### config.mk
export PLATFORM = sky130hd
export DESIGN_NAME = mem_wb_stage_flat
export DESIGN_NICKNAME = d
export VERILOG_FILES = /design/src/rtl/mem_wb_stage_if.sv /design/src/rtl/mem_wb_stage.sv /design/src/flat_wrapper.sv
export SDC_FILE = /design/constraint.sdc
export NUM_CORES = 1
export LEC_CHECK = 0
export CELL_PAD_IN_SITES_DETAIL_PLACEMENT = 0
export CELL_PAD_IN_SITES_GLOBAL_PLACEMENT = 1
export CORE_MARGIN = 4
export CORE_UTILIZATION = 28
export CTS_BUF_LIST = sky130_fd_sc_hd__clkbuf_4
export CTS_CLUSTER_SIZE = 25
export DETAILED_ROUTE_END_ITERATION = 16
export GPL_TIMING_DRIVEN = 0
export PLACE_DENSITY = 0.91
export SYNTH_ARGS = -nofsm -noshare
export SYNTH_HDL_FRONTEND = slang
export SYNTH_SLANG_ARGS = --single-unit
export TNS_END_PERCENT = 50
### constraint.sdc
create_clock -name CLK -period 0.83 [get_ports CLK]
set_input_delay 0.249 -clock CLK [delete_from_list [all_inputs] [get_ports CLK]]
set_output_delay 0.249 -clock CLK [all_outputs]
set_load 0.01 [all_outputs]
### src/rtl/mem_wb_stage_if.sv
// Memory->Writeback boundary bus: M-stage payload and hazard controls in, W-stage state out.
interface mem_wb_stage_if #(parameter int XLEN = 32);
  logic            StallW;
  logic            FlushW;
  logic            ValidM;
  logic            RegWriteM;
  logic [1:0]      ResultSrcM;
  logic [2:0]      Funct3M;
  logic [XLEN-1:0] ALUResultM;
  logic [XLEN-1:0] RD;
  logic [4:0]      RdM;
  logic [XLEN-1:0] PCPlus4M;

  logic            ValidW;
  logic            RegWriteW;
  logic [4:0]      RdW;
  logic [XLEN-1:0] ResultW;
  logic [XLEN-1:0] PCPlus4W;
  logic            MisalignW;
  logic [63:0]     InstretW;

  modport master (
    output StallW, FlushW, ValidM, RegWriteM, ResultSrcM, Funct3M,
           ALUResultM, RD, RdM, PCPlus4M,
    input  ValidW, RegWriteW, RdW, ResultW, PCPlus4W, MisalignW, InstretW
  );

  modport slave (
    input  StallW, FlushW, ValidM, RegWriteM, ResultSrcM, Funct3M,
           ALUResultM, RD, RdM, PCPlus4M,
    output ValidW, RegWriteW, RdW, ResultW, PCPlus4W, MisalignW, InstretW
  );
endinterface

### src/rtl/mem_wb_stage.sv
// RV32I M->W pipeline register: load formatting, misalign detect, result select, stall/flush.
// MEM_WB_INSTRET_EN adds a 64-bit retired-instruction counter; otherwise InstretW is tied to zero.
module mem_wb_stage #(
  parameter int XLEN = 32
) (
  input logic          CLK,
  input logic          RST_N,
  mem_wb_stage_if.slave bus
);

  logic [1:0]      off;
  logic [7:0]      ld_byte;
  logic [15:0]     ld_half;
  logic [XLEN-1:0] ld_data;
  logic [XLEN-1:0] result_d;
  logic            is_load;
  logic            misalign_d;
  logic            we_d;

  logic            valid_q;
  logic            we_q;
  logic            misalign_q;
  logic [4:0]      rd_q;
  logic [XLEN-1:0] result_q;
  logic [XLEN-1:0] pc4_q;

  assign off     = bus.ALUResultM[1:0];
  assign is_load = (bus.ResultSrcM == 2'b01);

  always_comb begin
    ld_byte = bus.RD[7:0];
    case (off)
      2'd1:    ld_byte = bus.RD[15:8];
      2'd2:    ld_byte = bus.RD[23:16];
      2'd3:    ld_byte = bus.RD[31:24];
      default: ld_byte = bus.RD[7:0];
    endcase
    ld_half = off[1] ? bus.RD[31:16] : bus.RD[15:0];
  end

  // Reserved widths (011/110/111) fall through to the full word.
  always_comb begin
    ld_data = bus.RD;
    case (bus.Funct3M)
      3'b000:  ld_data = {{(XLEN-8){ld_byte[7]}}, ld_byte};
      3'b100:  ld_data = {{(XLEN-8){1'b0}}, ld_byte};
      3'b001:  ld_data = {{(XLEN-16){ld_half[15]}}, ld_half};
      3'b101:  ld_data = {{(XLEN-16){1'b0}}, ld_half};
      default: ld_data = bus.RD;
    endcase
  end

  // Funct3[1:0]=01 is a halfword, Funct3[1]=1 is a word-wide access.
  always_comb begin
    misalign_d = 1'b0;
    if (is_load) begin
      if (bus.Funct3M[1:0] == 2'b01) misalign_d = off[0];
      else if (bus.Funct3M[1])       misalign_d = (off != 2'b00);
    end
  end

  always_comb begin
    result_d = bus.ALUResultM;
    case (bus.ResultSrcM)
      2'b01:   result_d = ld_data;
      2'b10:   result_d = bus.PCPlus4M;
      default: result_d = bus.ALUResultM;
    endcase
  end

  assign we_d = bus.ValidM & bus.RegWriteM & ~misalign_d & (bus.RdM != 5'd0);

  // A bubble (flush or ValidM=0) zeroes control, while data/PC+4 keep flowing on a normal load.
  always_ff @(posedge CLK or negedge RST_N) begin
    if (!RST_N) begin
      valid_q    <= 1'b0;
      we_q       <= 1'b0;
      misalign_q <= 1'b0;
      rd_q       <= 5'd0;
      result_q   <= '0;
      pc4_q      <= '0;
    end else if (bus.FlushW) begin
      valid_q    <= 1'b0;
      we_q       <= 1'b0;
      misalign_q <= 1'b0;
      rd_q       <= 5'd0;
    end else if (!bus.StallW) begin
      valid_q    <= bus.ValidM;
      we_q       <= we_d;
      misalign_q <= bus.ValidM & misalign_d;
      rd_q       <= bus.ValidM ? bus.RdM : 5'd0;
      result_q   <= result_d;
      pc4_q      <= bus.PCPlus4M;
    end
  end

`ifdef MEM_WB_INSTRET_EN
  logic [63:0] instret_q;

  always_ff @(posedge CLK or negedge RST_N) begin
    if (!RST_N)
      instret_q <= 64'd0;
    else if (bus.ValidM && !bus.StallW && !bus.FlushW)
      instret_q <= instret_q + 64'd1;
  end

  assign bus.InstretW = instret_q;
`else
  assign bus.InstretW = 64'h0;
`endif

  assign bus.ValidW    = valid_q;
  assign bus.RegWriteW = we_q;
  assign bus.MisalignW = misalign_q;
  assign bus.RdW       = rd_q;
  assign bus.ResultW   = result_q;
  assign bus.PCPlus4W  = pc4_q;

endmodule

### src/flat_wrapper.sv
// flat-port wrapper written by rule: the top's interface ports become plain ports
module mem_wb_stage_flat 
#(
  parameter int XLEN = 32
)
  (CLK, RST_N, bus_StallW, bus_FlushW, bus_ValidM, bus_RegWriteM, bus_ResultSrcM, bus_Funct3M, bus_ALUResultM, bus_RD, bus_RdM, bus_PCPlus4M, bus_ValidW, bus_RegWriteW, bus_RdW, bus_ResultW, bus_PCPlus4W, bus_MisalignW, bus_InstretW);
  mem_wb_stage_if #(.XLEN(XLEN)) bus_i ();
  input logic CLK;
  input logic RST_N;
  input wire logic [$bits(bus_i.StallW)-1:0] bus_StallW;
  input wire logic [$bits(bus_i.FlushW)-1:0] bus_FlushW;
  input wire logic [$bits(bus_i.ValidM)-1:0] bus_ValidM;
  input wire logic [$bits(bus_i.RegWriteM)-1:0] bus_RegWriteM;
  input wire logic [$bits(bus_i.ResultSrcM)-1:0] bus_ResultSrcM;
  input wire logic [$bits(bus_i.Funct3M)-1:0] bus_Funct3M;
  input wire logic [$bits(bus_i.ALUResultM)-1:0] bus_ALUResultM;
  input wire logic [$bits(bus_i.RD)-1:0] bus_RD;
  input wire logic [$bits(bus_i.RdM)-1:0] bus_RdM;
  input wire logic [$bits(bus_i.PCPlus4M)-1:0] bus_PCPlus4M;
  output wire logic [$bits(bus_i.ValidW)-1:0] bus_ValidW;
  output wire logic [$bits(bus_i.RegWriteW)-1:0] bus_RegWriteW;
  output wire logic [$bits(bus_i.RdW)-1:0] bus_RdW;
  output wire logic [$bits(bus_i.ResultW)-1:0] bus_ResultW;
  output wire logic [$bits(bus_i.PCPlus4W)-1:0] bus_PCPlus4W;
  output wire logic [$bits(bus_i.MisalignW)-1:0] bus_MisalignW;
  output wire logic [$bits(bus_i.InstretW)-1:0] bus_InstretW;
  assign bus_i.StallW = bus_StallW;
  assign bus_i.FlushW = bus_FlushW;
  assign bus_i.ValidM = bus_ValidM;
  assign bus_i.RegWriteM = bus_RegWriteM;
  assign bus_i.ResultSrcM = bus_ResultSrcM;
  assign bus_i.Funct3M = bus_Funct3M;
  assign bus_i.ALUResultM = bus_ALUResultM;
  assign bus_i.RD = bus_RD;
  assign bus_i.RdM = bus_RdM;
  assign bus_i.PCPlus4M = bus_PCPlus4M;
  assign bus_ValidW = bus_i.ValidW;
  assign bus_RegWriteW = bus_i.RegWriteW;
  assign bus_RdW = bus_i.RdW;
  assign bus_ResultW = bus_i.ResultW;
  assign bus_PCPlus4W = bus_i.PCPlus4W;
  assign bus_MisalignW = bus_i.MisalignW;
  assign bus_InstretW = bus_i.InstretW;
  mem_wb_stage #(.XLEN(XLEN)) u_core (.CLK(CLK), .RST_N(RST_N), .bus(bus_i));
endmodule
# Word level (Yosys, flattened, before mapping)
# Cells that the tools add are included.
# totals
inputBits	112
out_inout_bits	136
word_cells	43
register_bits	72
# op_classes
eq_ne	10
n_mux	16
n_bitwise	7
reduce_logical	4
# op_table
cell	count
$pmux 32 s4	1
$pmux 32 s2	1
$pmux 8 s3	1
$mux 16	1
$mux 5	3
$mux 1	9
$eq 2x1->1 const B	3
$eq 2x2->1 const B	3
$eq 3x3->1 const B	2
$reduce_bool 5->1	1
$and 1x1->1	4
$eq 3x1->1 const B	1
$logic_not 3->1	1
$not 1->1	3
$ne 2x1->1 const B	1
$reduce_and 2->1	1
$reduce_bool 2->1	1

# Longest topological paths before layout
# depth
word_depth	9
mapped_depth	8
depth_no_buf	6

# Worst setup path after synthesis
# No wires, ideal clock.
# synth_timing
path_type	input port to flip-flop
startpoint	input bus_ResultSrcM[0]
endpoint	register u_core.result_q[30] (netlist: u_core.bus.ResultW[30])
path_buffers	3
slack_ps	-732
path_stages	8
required_time_ps	694
arrival_ps	1427
setup_ps	136
cell_sequence	inv_1 -> ha_1 -> buf_2 -> clkinv_1 -> buf_2 -> clkbuf_1 -> o22ai_1 -> o22ai_1
# synth_between
elab_chain_cells	2
elab_cells_between_ends	3
classes_between	eq/ne: 2; mux: 1
# synth_rtl
element	line	source
from (decl)	flat_wrapper.sv:14	input wire logic [$bits(bus_i.ResultSrcM)-1:0] bus_ResultSrcM;
$eq 2x2->1 or $eq 2x1->1 (tied branches)	mem_wb_stage.sv:64	case (bus.ResultSrcM)
$pmux 32 s2 *	mem_wb_stage.sv:64	
to (signal assigned)	mem_wb_stage.sv:92	result_q <= result_d;
to (decl)	mem_wb_stage.sv:24	logic [XLEN-1:0] result_q;
# Every way passes the cells marked *; elsewhere a longest branch is shown, timed or not.
# A chain may end at the register's enable or synchronous reset.

# Worst setup path in the final report
# layout_timing
startpoint	register u_core.result_q[20] (netlist: u_core.bus.ResultW[20])
endpoint	output bus_ResultW[20]
# layout_rtl
element	line	source
to (decl)	flat_wrapper.sv:23	output wire logic [$bits(bus_i.ResultW)-1:0] bus_ResultW;
# No word-level cell between the ends.

==> metrics.cfg <==
[pwr]
ir_drop_uv = 661
internal-power_mw = 7.60
p_leak_nw = 3.76
sw_frac_of_total_pct = 32.4
seqPwrFrac_pct = 37.8
p_sw_mw = 3.65
powerDensity_nw_per_um2 = 1450
clockPowerShare_pct = 23.4
pwr-share-comb_pct = 38.8

[grt]
grt_max_degree = 61
grt_pass1_vias = 4894
grt_pass1_wl_um = 27700
overflow = 0
antenna_found_initial = 2
grt_use_total_pct = 20.1

[synthesis]
ys.warnings.count = 0
synth-seq-cells = 72
synth_top_flop_cell = dfrtp_1
async_reset_ff_share_pct = 100
synth_edf_count = 0
netlist_area_um2 = 4420
yosys.area.top_type = dfrtp_1
synth_top_area_share_pct = 40.8
synthCells = 525
synth.yosys.seq_area_share_pct = 40.8
ys_types = 40
ys_top_cells_by_area = dfrtp_1, nand2_1, buf_4
avgSynthCellArea_um2 = 8.42

[final_layout]
multi_input_area_um2 = 2580
regArea_um2 = 1800
drive_gt1_share_pct = 38.2
num-nets-final = 939
fin_area_um2 = 7760
fillers = 1509
stdcell_count = 1042
final_common_cell = nand2_1
area_delta_synth_final_pct = 75.7
final_cell_mix = nand2_1, buf_4, clkdlybuf4s50_1

[drt]
dr.first_iter.drc_count = 247
via_count = 4863
drt-total-wl_um = 18600
antenna_left = 0
viasPerCell = 4.67
drc = 0
wl_per_cell_um = 17.9
firstDrtPassIters = 4

[die]
ioPinCount = 248
die_height_um = 134
die_w_um = 134
die_area_um2 = 17900
start_util_pct = 28.9
coreArea_um2 = 15300
rows = 45

[setup_path]
r2r_cells = 4
worstPathCellList = buf_6
critPathMaxFanout = 2
cpPeakStageDelay_ns = 0.43
start_kind = flip-flop
arrival_ns = 1.01
criticalPathCategory = reg2out
crit_family = flip-flops
critical_path_depth = 1
slowest_stage = dfrtp_1
cp.required_ns = 0.58
crit_path_end_kind = output port
critPathBufInv = 1

[timing]
fin_crit_sh_pct = 152
fin_skew_ns = 0
period_minus_slack_ns = 1.26
finalMaxSlewViolations = 0
fmax_mhz = 794
rsz0062_at_grt = yes
finalWorstSetupSlack_ns = -0.430
hold_viol_final = 0
finalSetupViolCount = 133
whs_ns = 0.169

[hold_path]
min_delay_path_depth = 4
hold_path_class = in2reg

[run_status]
status = finished, violations left
failed_checks = negative setup slack

[cts]
clk_path_buf_depth = 2
insertion_delay_ns = 0.44
root_buffer = clkbuf_4
clk_pin_slew_ns = 0.13
cts_tree = yes
cts_made_buffers = 9
h-tree-depth = 3
cts.sinks = 72

[job]
max-cap-violations = 0

[placement]
dp.final_hpwl_um = 14000
placed_area_um2 = 6960
numPlacedInstances = 980
globalplace.congestion = 0.918
io_buffers = 180
dp_slack_ns = -1.46

flip-flops by register name, indices dropped and copies added (netlist names):
| register | cells |
|---|---|
| u_core.bus.RegWriteW | 1 |
| u_core.bus.ResultW | 32 |
| u_core.bus.MisalignW | 1 |
| u_core.bus.ValidW | 1 |
| u_core.bus.PCPlus4W | 32 |
| u_core.bus.RdW | 5 |
power by group through the flow:
stage               logic [mW]  clock network [mW]  registers, mW
floorplan                 1.53                   0           4.50
global placement          3.82                   0           4.27
detailed placement        3.86                   0           4.28
CTS                       4.10                2.73           4.23
global route              4.69                2.85           4.30
finish                    4.37                2.63           4.25
cells in the mapped netlist, types with 2 or more instances:
library cell / n
buf_1: 2
clkbuf_1: 18
mux2i_1: 16
a221oi_1: 22
or2_2: 2
a21oi_2: 7
nor2b_1: 4
and2_1: 2
o2111a_1: 7
o2bb2ai_1: 5
or3_1: 4
nand2b_1: 3
buf_4: 66
o31ai_1: 7
o21ai_0: 21
o221ai_1: 10
a31oi_1: 2
nand2_1: 144
a21oi_1: 12
o22ai_1: 34
buf_2: 15
dfrtp_1: 72
clkinv_1: 2
nor2_1: 29
ha_1: 2
inv_1: 3
metal layers:
| layer | up-vias | track usage (%) | part of all wire, % | wire length (um) |
|---|---|---|---|---|
| met4 | 2 | 8.80 | 3.5 | 654 |
| met3 | 43 | 5.17 | 7.5 | 1400 |
| met2 | 217 | 31.9 | 47 | 8720 |
| met5 | - | 0 | 0.038 | 7 |
| li1 | 2324 | - | - | - |
| met1 | 2277 | 25.8 | 42 | 7830 |
path summary, 6_finish.rpt:
check / from / end / slack (ns)
max: u_core.bus.ResultW[20] / bus_ResultW[20] / -0.43
min: bus_StallW / u_core.bus.MisalignW / 0.17
max reg2reg: u_core.bus.RdW[4] / u_core.bus.RdW[4] / -0.16
min reg2reg: u_core.bus.PCPlus4W[29] / u_core.bus.PCPlus4W[29] / 0.48
max in group asynchronous: RST_N / u_core.bus.PCPlus4W[18] / 0.10
min in group asynchronous: RST_N / u_core.bus.PCPlus4W[1] / 0.18
repair_timing:
| action | 4_1_cts | 5_1_grt |
|---|---|---|
| endpoints found under the setup margin | 144 | 145 |
| cloned | 2 | 0 |
| hold buffers | 2 | 0 |
| setup buffers | 29 | 16 |
| hold endpoints to repair | 80 | 0 |
| gates resized for setup | 482 | 25 |
| pin swaps | 24 | 9 |
stage by stage:
step           setup TNS (ns)  power [mW]  utilization [%]
2_1_floorplan          -27.88        6.03                -
3_3_place_gp          -342.11        8.09             45.3
3_5_place_dp          -107.59        8.14             45.4
4_1_cts                -35.50        11.1             49.1
5_1_grt                -39.64        11.8             50.7
6_report               -34.55        11.2             50.7
cells by family after synthesis:
group / synth area share (%)
compound gates: 22.3
fa+ha+maj: 0.566
buf+inv: 15.1
flops: 40.8
mux: 3.62
other cells: 0.0849
simple gates: 17.5
area by class of cell:
cell class                 instances  share of cell area [%]
sequential                        72                    23.2
timing repair buffer             230                    26.5
clock inverter                     4                   0.886
tap                              211                    3.40
multi-input combinational        409                    33.3
clock buffer                      12                    1.16
antenna                            1                  0.0322
buffer                            97                    11.0
inverter                           6                   0.516
No activity file was read; power rests on OpenSTA's default activity.
